===== src/rtl/decoder_pkg.sv =====
// Shared definitions for the instruction decoder queue: opcode encodings,
// default field widths and the default decoded-word layout.
package decoder_pkg;

    // Default field widths; the decoder parameters default to these.
    localparam int unsigned DEC_OPCODE_W = 4;
    localparam int unsigned DEC_REG_W    = 14;
    localparam int unsigned DEC_DATA_W   = 32;
    localparam int unsigned DEC_SPRITE_W = 5;

    // Opcode encodings seen on dataA[OPCODE_W-1:0].
    localparam logic [3:0] OP_SET_POS       = 4'h0;
    localparam logic [3:0] OP_WR_SPRITE_MEM = 4'h1;
    localparam logic [3:0] OP_SET_BG        = 4'h3;
    localparam logic [3:0] OP_IDLE          = 4'hF;

    // Decoded word as stored in the FIFO, at the default widths.
    typedef struct packed {
        logic [DEC_OPCODE_W-1:0] opcode;
        logic [DEC_REG_W-1:0]    register;
        logic [DEC_DATA_W-1:0]   data;
    } decoded_word_t;

endpackage


===== src/rtl/instr_decoder_queue_sync_fifo.sv =====
// sync_fifo: single-clock FIFO with registered pointers and occupancy level.
// Pushes while full and pops while empty are ignored. DEPTH must be a power
// of two so the pointers wrap naturally.
module sync_fifo
    import decoder_pkg::*;
#(
    parameter int unsigned WIDTH = 8,
    parameter int unsigned DEPTH = 8
) (
    input  logic                     clk,
    input  logic                     reset,
    input  logic                     push_i,
    input  logic [WIDTH-1:0]         wdata_i,
    input  logic                     pop_i,
    output logic [WIDTH-1:0]         rdata_o,
    output logic                     full_o,
    output logic                     empty_o,
    output logic [$clog2(DEPTH):0]   level_o
);

    localparam int unsigned AW = $clog2(DEPTH);
    localparam int unsigned LW = AW + 1;

    logic [WIDTH-1:0] mem_q [DEPTH];
    logic [AW-1:0]    wr_ptr_q, wr_ptr_d;
    logic [AW-1:0]    rd_ptr_q, rd_ptr_d;
    logic [LW-1:0]    level_q, level_d;
    logic             do_push;
    logic             do_pop;

    assign full_o  = (level_q == LW'(DEPTH));
    assign empty_o = (level_q == '0);
    assign do_push = push_i & ~full_o;
    assign do_pop  = pop_i & ~empty_o;
    assign rdata_o = mem_q[rd_ptr_q];
    assign level_o = level_q;

    // Next pointer and level values from the qualified push/pop.
    always_comb begin
        wr_ptr_d = wr_ptr_q;
        rd_ptr_d = rd_ptr_q;
        level_d  = level_q;
        if (do_push) begin
            wr_ptr_d = wr_ptr_q + AW'(1);
        end
        if (do_pop) begin
            rd_ptr_d = rd_ptr_q + AW'(1);
        end
        case ({do_push, do_pop})
            2'b10:   level_d = level_q + LW'(1);
            2'b01:   level_d = level_q - LW'(1);
            default: level_d = level_q;
        endcase
    end

    // Pointer and level registers; reset empties the FIFO.
    always_ff @(posedge clk) begin
        if (reset) begin
            wr_ptr_q <= '0;
            rd_ptr_q <= '0;
            level_q  <= '0;
        end else begin
            wr_ptr_q <= wr_ptr_d;
            rd_ptr_q <= rd_ptr_d;
            level_q  <= level_d;
        end
    end

    // Storage array; contents need no reset since the level gates reads.
    always_ff @(posedge clk) begin
        if (do_push) begin
            mem_q[wr_ptr_q] <= wdata_i;
        end
    end

endmodule


===== src/rtl/instr_decoder_queue.sv =====
// instr_decoder_queue: decodes host instruction words, filters illegal
// opcodes, buffers decoded words in a FIFO and presents them through a
// registered valid/ready output stage.
// Optional feature macro: DECODER_ERR_CNT_EN adds the err_count port and a
// saturating illegal-opcode counter.
module instr_decoder_queue
    import decoder_pkg::*;
#(
    parameter int unsigned OPCODE_W = DEC_OPCODE_W,
    parameter int unsigned REG_W    = DEC_REG_W,
    parameter int unsigned DATA_W   = DEC_DATA_W,
    parameter int unsigned SPRITE_W = DEC_SPRITE_W,
    parameter int unsigned DEPTH    = 8
) (
    input  logic                     clk,
    input  logic                     reset,
    input  logic                     instr_valid,
    output logic                     instr_ready,
    input  logic [31:0]              dataA,
    input  logic [DATA_W-1:0]        dataB,
    output logic                     out_valid,
    input  logic                     out_ready,
    output logic [OPCODE_W-1:0]      out_opcode,
    output logic [REG_W-1:0]         out_register,
    output logic [DATA_W-1:0]        out_data,
    output logic [$clog2(DEPTH):0]   fifo_level,
    output logic                     overflow
`ifdef DECODER_ERR_CNT_EN
    ,
    output logic [7:0]               err_count
`endif
);

    localparam int unsigned LVL_W  = $clog2(DEPTH) + 1;
    localparam int unsigned WORD_W = OPCODE_W + REG_W + DATA_W;

    typedef struct packed {
        logic [OPCODE_W-1:0] opcode;
        logic [REG_W-1:0]    register;
        logic [DATA_W-1:0]   data;
    } word_t;

    logic             accept;
    logic             legal;
    logic             push;
    logic             pop;
    logic             load;
    logic             fifo_full;
    logic             fifo_empty;
    logic [LVL_W-1:0] fifo_lvl;
    word_t            dec_word;
    word_t            head_word;
    word_t            out_q, out_d;
    logic             out_valid_q, out_valid_d;
    logic             overflow_q, overflow_d;
    logic             unused_dataa;

    assign unused_dataa = ^dataA;

    assign instr_ready = ~fifo_full;
    assign accept      = instr_valid & instr_ready;
    assign push        = accept & legal;

    // Field extraction by opcode; anything unlisted is flagged illegal.
    always_comb begin
        legal           = 1'b0;
        dec_word        = '0;
        dec_word.opcode = dataA[OPCODE_W-1:0];
        dec_word.data   = dataB;
        case (dataA[OPCODE_W-1:0])
            OPCODE_W'(OP_SET_POS): begin
                legal             = 1'b1;
                dec_word.register = REG_W'(dataA[4 +: SPRITE_W]);
            end
            OPCODE_W'(OP_WR_SPRITE_MEM): begin
                legal             = 1'b1;
                dec_word.register = dataA[4 +: REG_W];
            end
            OPCODE_W'(OP_SET_BG): begin
                legal             = 1'b1;
                dec_word.register = '0;
            end
            default: begin
                legal = 1'b0;
            end
        endcase
    end

    sync_fifo #(
        .WIDTH (WORD_W),
        .DEPTH (DEPTH)
    ) u_fifo (
        .clk     (clk),
        .reset   (reset),
        .push_i  (push),
        .wdata_i (dec_word),
        .pop_i   (pop),
        .rdata_o (head_word),
        .full_o  (fifo_full),
        .empty_o (fifo_empty),
        .level_o (fifo_lvl)
    );

    // The output register refills whenever it is empty or being consumed;
    // the FIFO is popped only when it actually has a word to hand over.
    assign load = ~out_valid_q | out_ready;
    assign pop  = load & ~fifo_empty;

    // Output stage and sticky overflow next-state.
    always_comb begin
        out_d       = out_q;
        out_valid_d = out_valid_q;
        overflow_d  = overflow_q | (instr_valid & ~instr_ready);
        if (load) begin
            out_valid_d = ~fifo_empty;
            if (!fifo_empty) begin
                out_d = head_word;
            end
        end
    end

    // Output stage and overflow registers.
    always_ff @(posedge clk) begin
        if (reset) begin
            out_q       <= '0;
            out_valid_q <= 1'b0;
            overflow_q  <= 1'b0;
        end else begin
            out_q       <= out_d;
            out_valid_q <= out_valid_d;
            overflow_q  <= overflow_d;
        end
    end

    assign out_valid    = out_valid_q;
    assign out_opcode   = out_valid_q ? out_q.opcode : OPCODE_W'(OP_IDLE);
    assign out_register = out_q.register;
    assign out_data     = out_q.data;
    assign fifo_level   = fifo_lvl;
    assign overflow     = overflow_q;

`ifdef DECODER_ERR_CNT_EN
    logic [7:0] err_q, err_d;

    // Illegal accepted opcodes, saturating at 255.
    always_comb begin
        err_d = err_q;
        if (accept && !legal && (err_q != 8'hFF)) begin
            err_d = err_q + 8'd1;
        end
    end

    // Error counter register.
    always_ff @(posedge clk) begin
        if (reset) begin
            err_q <= '0;
        end else begin
            err_q <= err_d;
        end
    end

    assign err_count = err_q;
`else
    // Illegal opcodes complete the handshake and are dropped without record.
`endif

endmodule


===== config.mk =====
export PLATFORM = sky130hd
export DESIGN_NAME = instr_decoder_queue
export DESIGN_NICKNAME = d
export VERILOG_FILES = /design/src/rtl/decoder_pkg.sv /design/src/rtl/instr_decoder_queue_sync_fifo.sv /design/src/rtl/instr_decoder_queue.sv
export SDC_FILE = /design/constraint.sdc
export NUM_CORES = 1
export LEC_CHECK = 0
export ABC_AREA = 0
export BUFFER_PORTS_ARGS = -buffer_cell sky130_fd_sc_hd__clkbuf_2
export CORE_ASPECT_RATIO = 1.1
export CORE_MARGIN = 10
export CORE_UTILIZATION = 50
export DETAILED_ROUTE_END_ITERATION = 8
export PLACE_DENSITY = 0.71
export SYNTH_ARGS = -nofsm -noshare
export SYNTH_HDL_FRONTEND = slang
export SYNTH_SLANG_ARGS = --single-unit

===== constraint.sdc =====
create_clock -name clk -period 5.27 [get_ports clk]
set_input_delay 1.054 -clock clk [delete_from_list [all_inputs] [get_ports clk]]
set_output_delay 1.054 -clock clk [all_outputs]
set_load 0.005 [all_outputs]

==> metrics.txt, run 1 <==
setup bufs post-CTS 0; clk sinks 462; Starting Density 0.5099; Hold Path Class flip-flop to flip-flop; Crit-path slowest cell nor2_4; Routed Antenna Nets 0; Total Negative Setup Slacks 0 ps; Mapped Cells 894; sequential cell area 13260 sq um; Reg2Reg Setup Slack roughly 2500 ps; CTS buffer count 45; CTS Hold Buffers Added 0; Netlist cell types 34; asr flop ratio synth 0; final setup fails 0; CTS-repair resized insts 0; CTS root buffer clkbuf_16; number of synthesized flops with an enable pin 400; Max Root-Sink Buffers 3; initial antenna violation count 5; met2 routed WL between 15 and 20 mm; CTS tree yes; number of global-route vias before repair 8837; worst skew pair latency around 550 ps; initial drt markers between 600 and 700; Worst path top cell family by delay simple AND/OR/NAND/NOR gates; Crit Path Class primary input to flip-flop; crit path max fanout 24; Critical Path RT 5490 ps; DRC 0; Fin. Hold Viols 0; clock skew between 10 and 15 ps; buffer and inverter count on the worst path 2; clock-pin slew on the worst setup and hold paths ~60 ps; post-DP HPWL around 19 mm; GP Congestion around 0.73; Synth-to-Final Area Change 11.43%; CTS H-Tree Depth 2; die width approximately 200 microns; slew margin rel. 0.2161; register area share after synthesis 0.7540; RSZ-0062 raised after global routing false; Pwr Density about 500 nW/um^2; Synth Flop Type edfxtp_1; Ports between 100 and 150; vias per std cell about 5.7; Period minus WS final ~3000 ps; IO buf count 110; Max Transition Viols Final 0; Remaining Overflow, GRT 0; fin crit share 0.5704; DR WL met3 approximately 2.7 mm; critical path arrival between 3000 and 4000 ps; synthesized flop and latch total between 400 and 500; full die area roughly 43000 sq um; total power roughly 9.7 mW; crit-path max cell delay between 700 and 800 ps; Multi-input gate area ~3700 sq um; maximum VDD drop between 0.4 and 0.5 mV; first-pass GRT wire length roughly 54 mm; Total Routed Length roughly 35 mm; outcome finished clean; final setup margin about 2300 ps; dpl ws roughly 1600 ps; height of the die approximately 220 microns; Pleak 6.412 nW; GRT Overall Usage 0.1647; fraction of layout cells with a size suffix above 1 0.3280; Worst setup EP type flip-flop; Synthesis Warnings 0; Worst Max-Slew Pin Slew 1169 ps; max-cap violations 0; Critical Path Start Type primary input; worst-path cell chain clkbuf_2 -> o2111ai_2 -> or2_2 -> nor2_4 -> buf_4; vias after detailed routing 8273; Met1 Wirelength roughly 14 mm; FP Rows 71; number of fill cells 2581; DRT Pass-1 Iters 5; post-layout util 0.5682; synthesized area per cell approximately 20 sq um; Core Region ~34000 sq um; wire per inst ~24 microns; uppermost layer routed met5; Mapped Area 17580 sq um; achievable frequency 332.6 MHz; Post-layout nets 1048; largest net degree at the start of global routing 63; Synth Net Count 968
==> path summary, 6_finish.rpt <==
| kind | depth (start not counted) | endpoint | from |
|---|---|---|---|
| hold / removal | 2 | overflow | overflow |
| setup reg to reg | 5 | u_fifo.mem_q[7][18] | u_fifo.level_o[0] |
| setup / recovery | 5 | u_fifo.mem_q[7][18] | dataA[0] |
| hold reg to reg | 2 | overflow | overflow |
==> routing by layer <==
metal / up-vias / GRT usage
met5: - / 0
met4: 6 / 0.05472
met3: 64 / 0.03317
met2: 284 / 0.2679
met1: 4216 / 0.2178
li1: 3703 / -
==> flip-flops by register name, indices dropped and copies added (netlist names) <==
register	count
u_fifo.mem_q	400
out_data	32
out_register	14
out_q	4
u_fifo.level_o	4
u_fifo.rd_ptr_q	3
u_fifo.wr_ptr_q	3
out_valid	1
overflow	1
==> placed cells by master (no fill, tap or decap), types with 3 or more instances in the layout <==
master	netlist	routed
nor2_2	11	11
clkbuf_2	0	109
nor3_2	17	18
nor2_4	0	6
nor3_1	36	33
nor2_1	58	52
edfxtp_1	400	400
clkinv_2	0	10
inv_1	9	9
clkbuf_8	0	3
and2_1	5	5
and3_1	10	10
buf_12	0	3
clkinv_1	0	3
o22ai_1	50	50
clkbuf_1	11	17
nand2b_1	8	8
mux4_2	100	100
a21oi_1	8	8
clkbuf_16	0	45
buf_4	52	14
ha_1	5	5
dfxtp_1	62	60
==> area by class of cell <==
class,instances,share of cell area
antenna,2,0.0002556
tap,438,0.02798
timing repair buffer,126,0.03629
clock buffer,65,0.06287
clock inverter,14,0.003514
multi-input combinational,330,0.1903
sequential,462,0.6771
inverter,9,0.001725
==> cell families after synthesis <==
group,share of synthesized area
simple gates,0.04941
fa+ha+maj,0.004699
flops,0.7540
xor+xnor,0.001994
mux,0.1293
compound gates,0.02164
buf+inv,0.03894
==> through the flow <==
| step | cells | hold slack (ps) | area, sq um |
|---|---|---|---|
| final | 1446 | 481.7 | 19580 |
| after global placement | 1365 | 460.4 | 18280 |
| after CTS | 1444 | 480.3 | 19580 |
| after detailed placement | 1365 | 468.1 | 18280 |
| after floorplan | 894 | 453.6 | 17590 |
| after global routing | 1446 | 504.2 | 19580 |
==> power by group <==
part	leakage (nW)	switching, mW	total, mW	internal, mW
Sequential	4.14	0.230	4.43	4.20
Combinational	1.63	1.29	2.34	1.05
Clock	0.640	1.28	2.90	1.62
==> cells in the mapped netlist, types with 5 or more instances <==
cell type    n  share of area
edfxtp_1   400           0.68
mux4_2     100           0.13
dfxtp_1     62          0.071
nor2_1      58          0.012
buf_4       52          0.022
o22ai_1     50          0.018
nor3_1      36          0.010
buf_2       19         0.0054
nor3_2      17         0.0097
buf_6       11         0.0070
clkbuf_1    11         0.0023
nor2_2      11         0.0039
and3_1      10         0.0036
inv_1        9         0.0019
a21oi_1      8         0.0023
nand2b_1     8         0.0028
and2_1       5         0.0018
ha_1         5         0.0036
==> worst register-to-register path: stages, from the launching register on <==
cell,delay (ps)
dfxtp_1,430
or4b_1,210
o2111ai_2,230
or2_2,450
nor2_4,730
buf_4,410
(Power assumes the default switching activity.)
==> run 2: changes to the inputs <==
ABC_AREA = 1   (was 0)
PLACE_DENSITY = 0.68   (was 0.71)
clock period = 3.13 ns   (was 5.27 ns; I/O delays follow)
==> metrics.txt, run 2 <==
count leader, synth nand2_1; clk sinks approximately 460; CP endpoint u_fifo.mem_q[0][23]; setup bufs post-CTS 0; area post-placement 21030 sq um; Core Region 40080 sq um; Worst path top cell family by delay simple AND/OR/NAND/NOR gates; GRT Overall Usage 0.1823; commonest cells after routing, fill and taps aside nand2_1, inv_1, edfxtp_1; Starting Density 0.5032; vias per std cell slightly below 5; die width 211.5 microns; Mapped Area between 20000 and 25000 sq um; height of the die about 230 microns; fin crit share 0.7303; clock power share 0.311; CTS H-Tree Depth 2; register area share after synthesis 0.6572; Mapped Cells between 2000 and 2500; RSZ-0062 raised after global routing false; initial drt markers 1023; Crit path depth 9; Synthesis Warnings 0; Max Root-Sink Buffers 3; Synth top cells by count nand2_1, inv_1, edfxtp_1, nand3_1, buf_2; DRT Pass-1 Iters 5; Worst path most repeated cell nand2_1; wire per inst ~17 microns; fraction of layout cells with a size suffix above 1 0.1065; Pleak ~10 nW; combinational power share 0.275; CTS buffer count 46; Crit Path Class primary input to flip-flop; largest net degree at the start of global routing 202; crit path max fanout 9; most common cell after layout, fill and taps aside nand2_1; reg2reg path depth 11; internal power 11.69 mW; total power between 15 and 20 mW; clock-pin slew on the worst setup and hold paths 60 ps; R2R Path End u_fifo.level_o[3]; slew margin rel. 0.3386; achievable frequency around 440 MHz; Worst Setup SP dataA[3]; Synth-to-Final Area Change 11.76%; buffer and inverter count on the worst path 3; Period minus WS final around 2300 ps; Critical Path Start Type primary input; CTS tree yes; Net Sw Power a little under 6 mW; Post-layout nets approximately 2200; number of global-route vias before repair between 10000 and 15000; Crit-path slowest cell nor2_4; top cell type's share of synthesized area 0.5956; Synth Flop Type edfxtp_1; post-DP HPWL 25.11 mm; CTS Hold Buffers Added 0; synthesized flop and latch total ~460; asr flop ratio synth 0; worst r2r src u_fifo.level_o[0]; full die area roughly 49000 sq um; vias after detailed routing 13310; maximum VDD drop just over 0.7 mV; Routed Antenna Nets 0; Hold Path Class primary input to flip-flop; crit-path max cell delay about 440 ps; Netlist cell types 23; Reg with most FFs u_fifo.mem_q; CTS root buffer clkbuf_16; Worst Max-Slew Pin Slew approximately 990 ps; GP Congestion between 0.7 and 0.8; critical path arrival ~2500 ps; first-pass GRT wire length approximately 70 mm; Synth Net Count ~2200; DRC 0; Critical Path RT approximately 3400 ps; worst skew pair latency roughly 560 ps; clock skew between 15 and 20 ps; Worst setup EP type flip-flop; sw frac 0.3312; CTS-repair resized insts 0; Synth area leaders edfxtp_1, nand2_1, inv_1; Pwr Density approximately 780 nW/um^2; outcome finished clean; FP Rows 77; worst-path cell chain clkbuf_2 -> nor2_1 -> nand2_1 -> nor2_1 -> nand2_1 -> inv_1 -> nand2_1 -> nor2_4 -> buf_4; initial antenna violation count 3; Fin. Hold Viols 0; Ports 125; cell taking the most area after synthesis edfxtp_1; Reg2Reg Setup Slack slightly above 900 ps; IO buf count 110; Remaining Overflow, GRT 0; Total Routed Length between 40 and 50 mm; number of synthesized flops with an enable pin 400; max reg flops 400; Seq pwr share 0.413; fin area about 23000 sq um; Total Negative Setup Slacks 0 ps; synthesized area per cell slightly below 10 sq um; final setup fails 0; Max Transition Viols Final 0; max-cap violations 0
run 2: logic make-up (layout without fill, tap and decap cells):
family          count (synthesis)  count (layout)  synth area share
flops                         462             462            0.6572
other cells                     0               2                 0
buf+inv                       627             716            0.1313
simple gates                  916             916            0.1899
compound gates                 67              67           0.01663
fa+ha+maj                       6               6          0.004095
xor+xnor                        2               2         0.0008688
run 2: worst register-to-register path, stage by stage (launching register included):
cell	delay (ps)
dfxtp_1	340
nor2_1	210
nand3_1	180
nand2_1	190
ha_1	250
ha_1	280
or2_2	320
nand2_1	80
nand2_1	50
nand2_1	50
nand2_1	50
a21oi_1	120
run 2: worst min path at each step:
stage,startpoint,to,slack (ps),cells past startpoint
floorplan,overflow,overflow,440,2
global placement,overflow,overflow,440,2
detailed placement,overflow,overflow,460,2
CTS,reset,u_fifo.wr_ptr_q[2],300,2
global route,reset,u_fifo.wr_ptr_q[2],320,2
finish,reset,u_fifo.wr_ptr_q[2],320,2
run 2: metrics by stage:
stage / cells / util / hold WS (ps) / setup WS (ps)
global route: 2684 / 0.5623 / 321.2 / 700.2
CTS: 2682 / 0.5622 / 296.1 / 881.7
detailed placement: 2596 / 0.5246 / 464.9 / 298.8
global placement: 2596 / 0.5246 / 438.3 / 331.7
finish: 2684 / 0.5623 / 319.6 / 844.3
floorplan: 2080 / - / 440.5 / -693.6
run 2: power by group through the flow:
| stage | combinational, mW | clock [mW] | sequential (mW) |
|---|---|---|---|
| after global routing | 5.46 | 5.78 | 7.27 |
| after CTS | 4.89 | 5.53 | 7.23 |
| after detailed placement | 4.85 | 0 | 7.36 |
| after global placement | 4.77 | 0 | 7.35 |
| after floorplan | 3.77 | 0 | 7.30 |
| final | 4.82 | 5.44 | 7.23 |
run 2: area by class of cell:
cell class | count | area (sq um)
fillers | 3340 | 17540
flip-flops and latches | 462 | 13260
multi-input cells | 991 | 4325
inverters | 487 | 1836
clock buffers | 66 | 1340
repair buffers | 143 | 960.9
well taps | 513 | 641.9
clock inverters | 20 | 167.7
diodes | 2 | 5.005
run 2: per-layer routing:
| metal | wire length, microns | share of wire | global-route usage |
|---|---|---|---|
| met4 | 1154 | 0.026 | 0.06634 |
| met2 | 21930 | 0.49 | 0.3094 |
| met3 | 2668 | 0.060 | 0.03429 |
| met5 | 0 | 0 | 0 |
| met1 | 19080 | 0.43 | 0.2281 |
==> run 3: changes to the inputs <==
PLACE_DENSITY = 0.7   (was 0.68)
clock period = 2 ns   (was 3.13 ns; I/O delays follow)
==> metrics.txt, run 3 (synthesis results as in run 2) <==
initial drt markers around 860; CTS Hold Buffers Added 0; Worst path top cell family by delay adder cells; Worst Max-Slew Pin Slew between 700 and 800 ps; Pleak roughly 10 nW; crit path max fanout 3; number of global-route vias before repair approximately 13000; post-layout util 0.5711; Worst path most repeated cell inv_1; full die area ~49000 sq um; FP Rows 77; Worst setup EP type flip-flop; DR WL met3 around 2.5 mm; worst skew pair latency between 500 and 600 ps; Crit Path Class flip-flop to flip-flop; crit-path max cell delay between 300 and 400 ps; Critical Path RT 2460 ps; critical path arrival ~2400 ps; hold_ws approximately 85 ps; Met1 Wirelength 18.23 mm; Starting Density 0.5032; DRC 0; GP Congestion 0.7937; vias after detailed routing between 10000 and 15000; fin crit share 0.9653; max-cap violations 0; ANT cells 0; Core Region 40080 sq um; buffer and inverter count on the worst path 3; Critical Path Start Type flip-flop; most common cell after layout, fill and taps aside nand2_1; RSZ-0062 raised after global routing true; achievable frequency ~520 MHz; commonest cells after routing, fill and taps aside nand2_1, inv_1, edfxtp_1; fraction of layout cells with a size suffix above 1 0.1207; Ports ~130; CTS buffer count 46; Total Routed Length between 40 and 50 mm; Hold Path Class primary input to flip-flop; Reg with most FFs u_fifo.mem_q; Synth-to-Final Area Change 13.50%; Max Transition Viols Final 0; final setup fails 0; largest net degree at the start of global routing 113; Fin. Hold Viols 0; worst-path cell chain nor2_2 -> nand3_1 -> nand2_2 -> ha_2 -> buf_4 -> inv_1 -> fa_1 -> xnor2_1 -> o21ai_0 -> inv_1; CTS H-Tree Depth 2; DRT Pass-1 Iters 5; clk sinks about 460; initial antenna violation count 3; die width roughly 210 microns; slew margin rel. 0.5253; dpl cells ~2600; Cell Count, Final, Fillers Out between 2000 and 3000; setup bufs post-CTS 0; clock skew about 17 ps; clock-pin slew on the worst setup and hold paths approximately 60 ps; first-pass GRT wire length 71.02 mm; met2 routed WL about 23 mm; maximum VDD drop about 0.94 mV; height of the die 230.6 microns; Routed Antenna Nets 0; vias per std cell slightly below 5; GRT Overall Usage 0.1834; CTS root buffer clkbuf_16; uppermost layer routed met5; wire per inst about 17 microns; CTS tree yes; Remaining Overflow, GRT 0; Period minus WS final around 1900 ps; Crit-path slowest cell fa_1; max reg flops 400; Post-layout nets ~2200; outcome finished clean; Max Root-Sink Buffers 3; post-DP HPWL between 20 and 30 mm; Pwr Density about 1200 nW/um^2; IO buf count 110
## run 3: power by group
group          total, mW  internal, mW  switching (mW)
Clock               8.36          4.83            3.53
Combinational       7.98          2.65            5.33
Sequential          11.3          11.0           0.296
## run 3: final timing paths
path	from	to	slack [ps]	cells past startpoint
min	reset	overflow	90	2
max reg2reg	u_fifo.level_o[1]	u_fifo.level_o[2]	70	10
max	u_fifo.level_o[1]	u_fifo.level_o[2]	70	10
min reg2reg	overflow	overflow	450	2
## run 3: cell type report
type                            instances  area [sq um]
Clock buffer                           57          1214
Sequential cell                       462         13260
Timing Repair Buffer                  171          1309
Fill cell                            3309         17190
Tap cell                              513         641.9
Inverter                              487          1834
Multi-Input combinational cell        991          4383
Clock inverter                         28         245.2
## run 3: per-layer routing
metal / GRT usage / vias up
met2: 0.3279 / 392
met4: 0.06386 / 4
met3: 0.03049 / 85
li1: - / 6632
met5: 0 / -
met1: 0.2185 / 6360
## run 3: stage by stage
| step | setup TNS [ps] | setup slack (ps) | area [sq um] | total power [mW] |
|---|---|---|---|---|
| detailed placement | -7958 | -219.0 | 21420 | 19.45 |
| finish | 0 | 69.44 | 22890 | 27.65 |
| floorplan | -42580 | -174.3 | 20270 | 17.34 |
| global route | -45.20 | -35.16 | 22890 | 29.24 |
| CTS | 0 | 51.18 | 22870 | 27.82 |
| global placement | -4588 | -180.7 | 21420 | 19.23 |
## run 3: worst register-to-register path, delay by kind of cell (launching register included)
kind | cells | cell delay (ps)
fa+ha+maj | 2 | 560
simple gates | 3 | 450
flops | 1 | 320
buf+inv | 3 | 230
xor+xnor | 1 | 140
compound gates | 1 | 140
## run 3: repair_timing
item,in CTS,in global routing
gates resized for setup,0,5
endpoints found under the setup margin,0,2
hold endpoints to repair,0,0
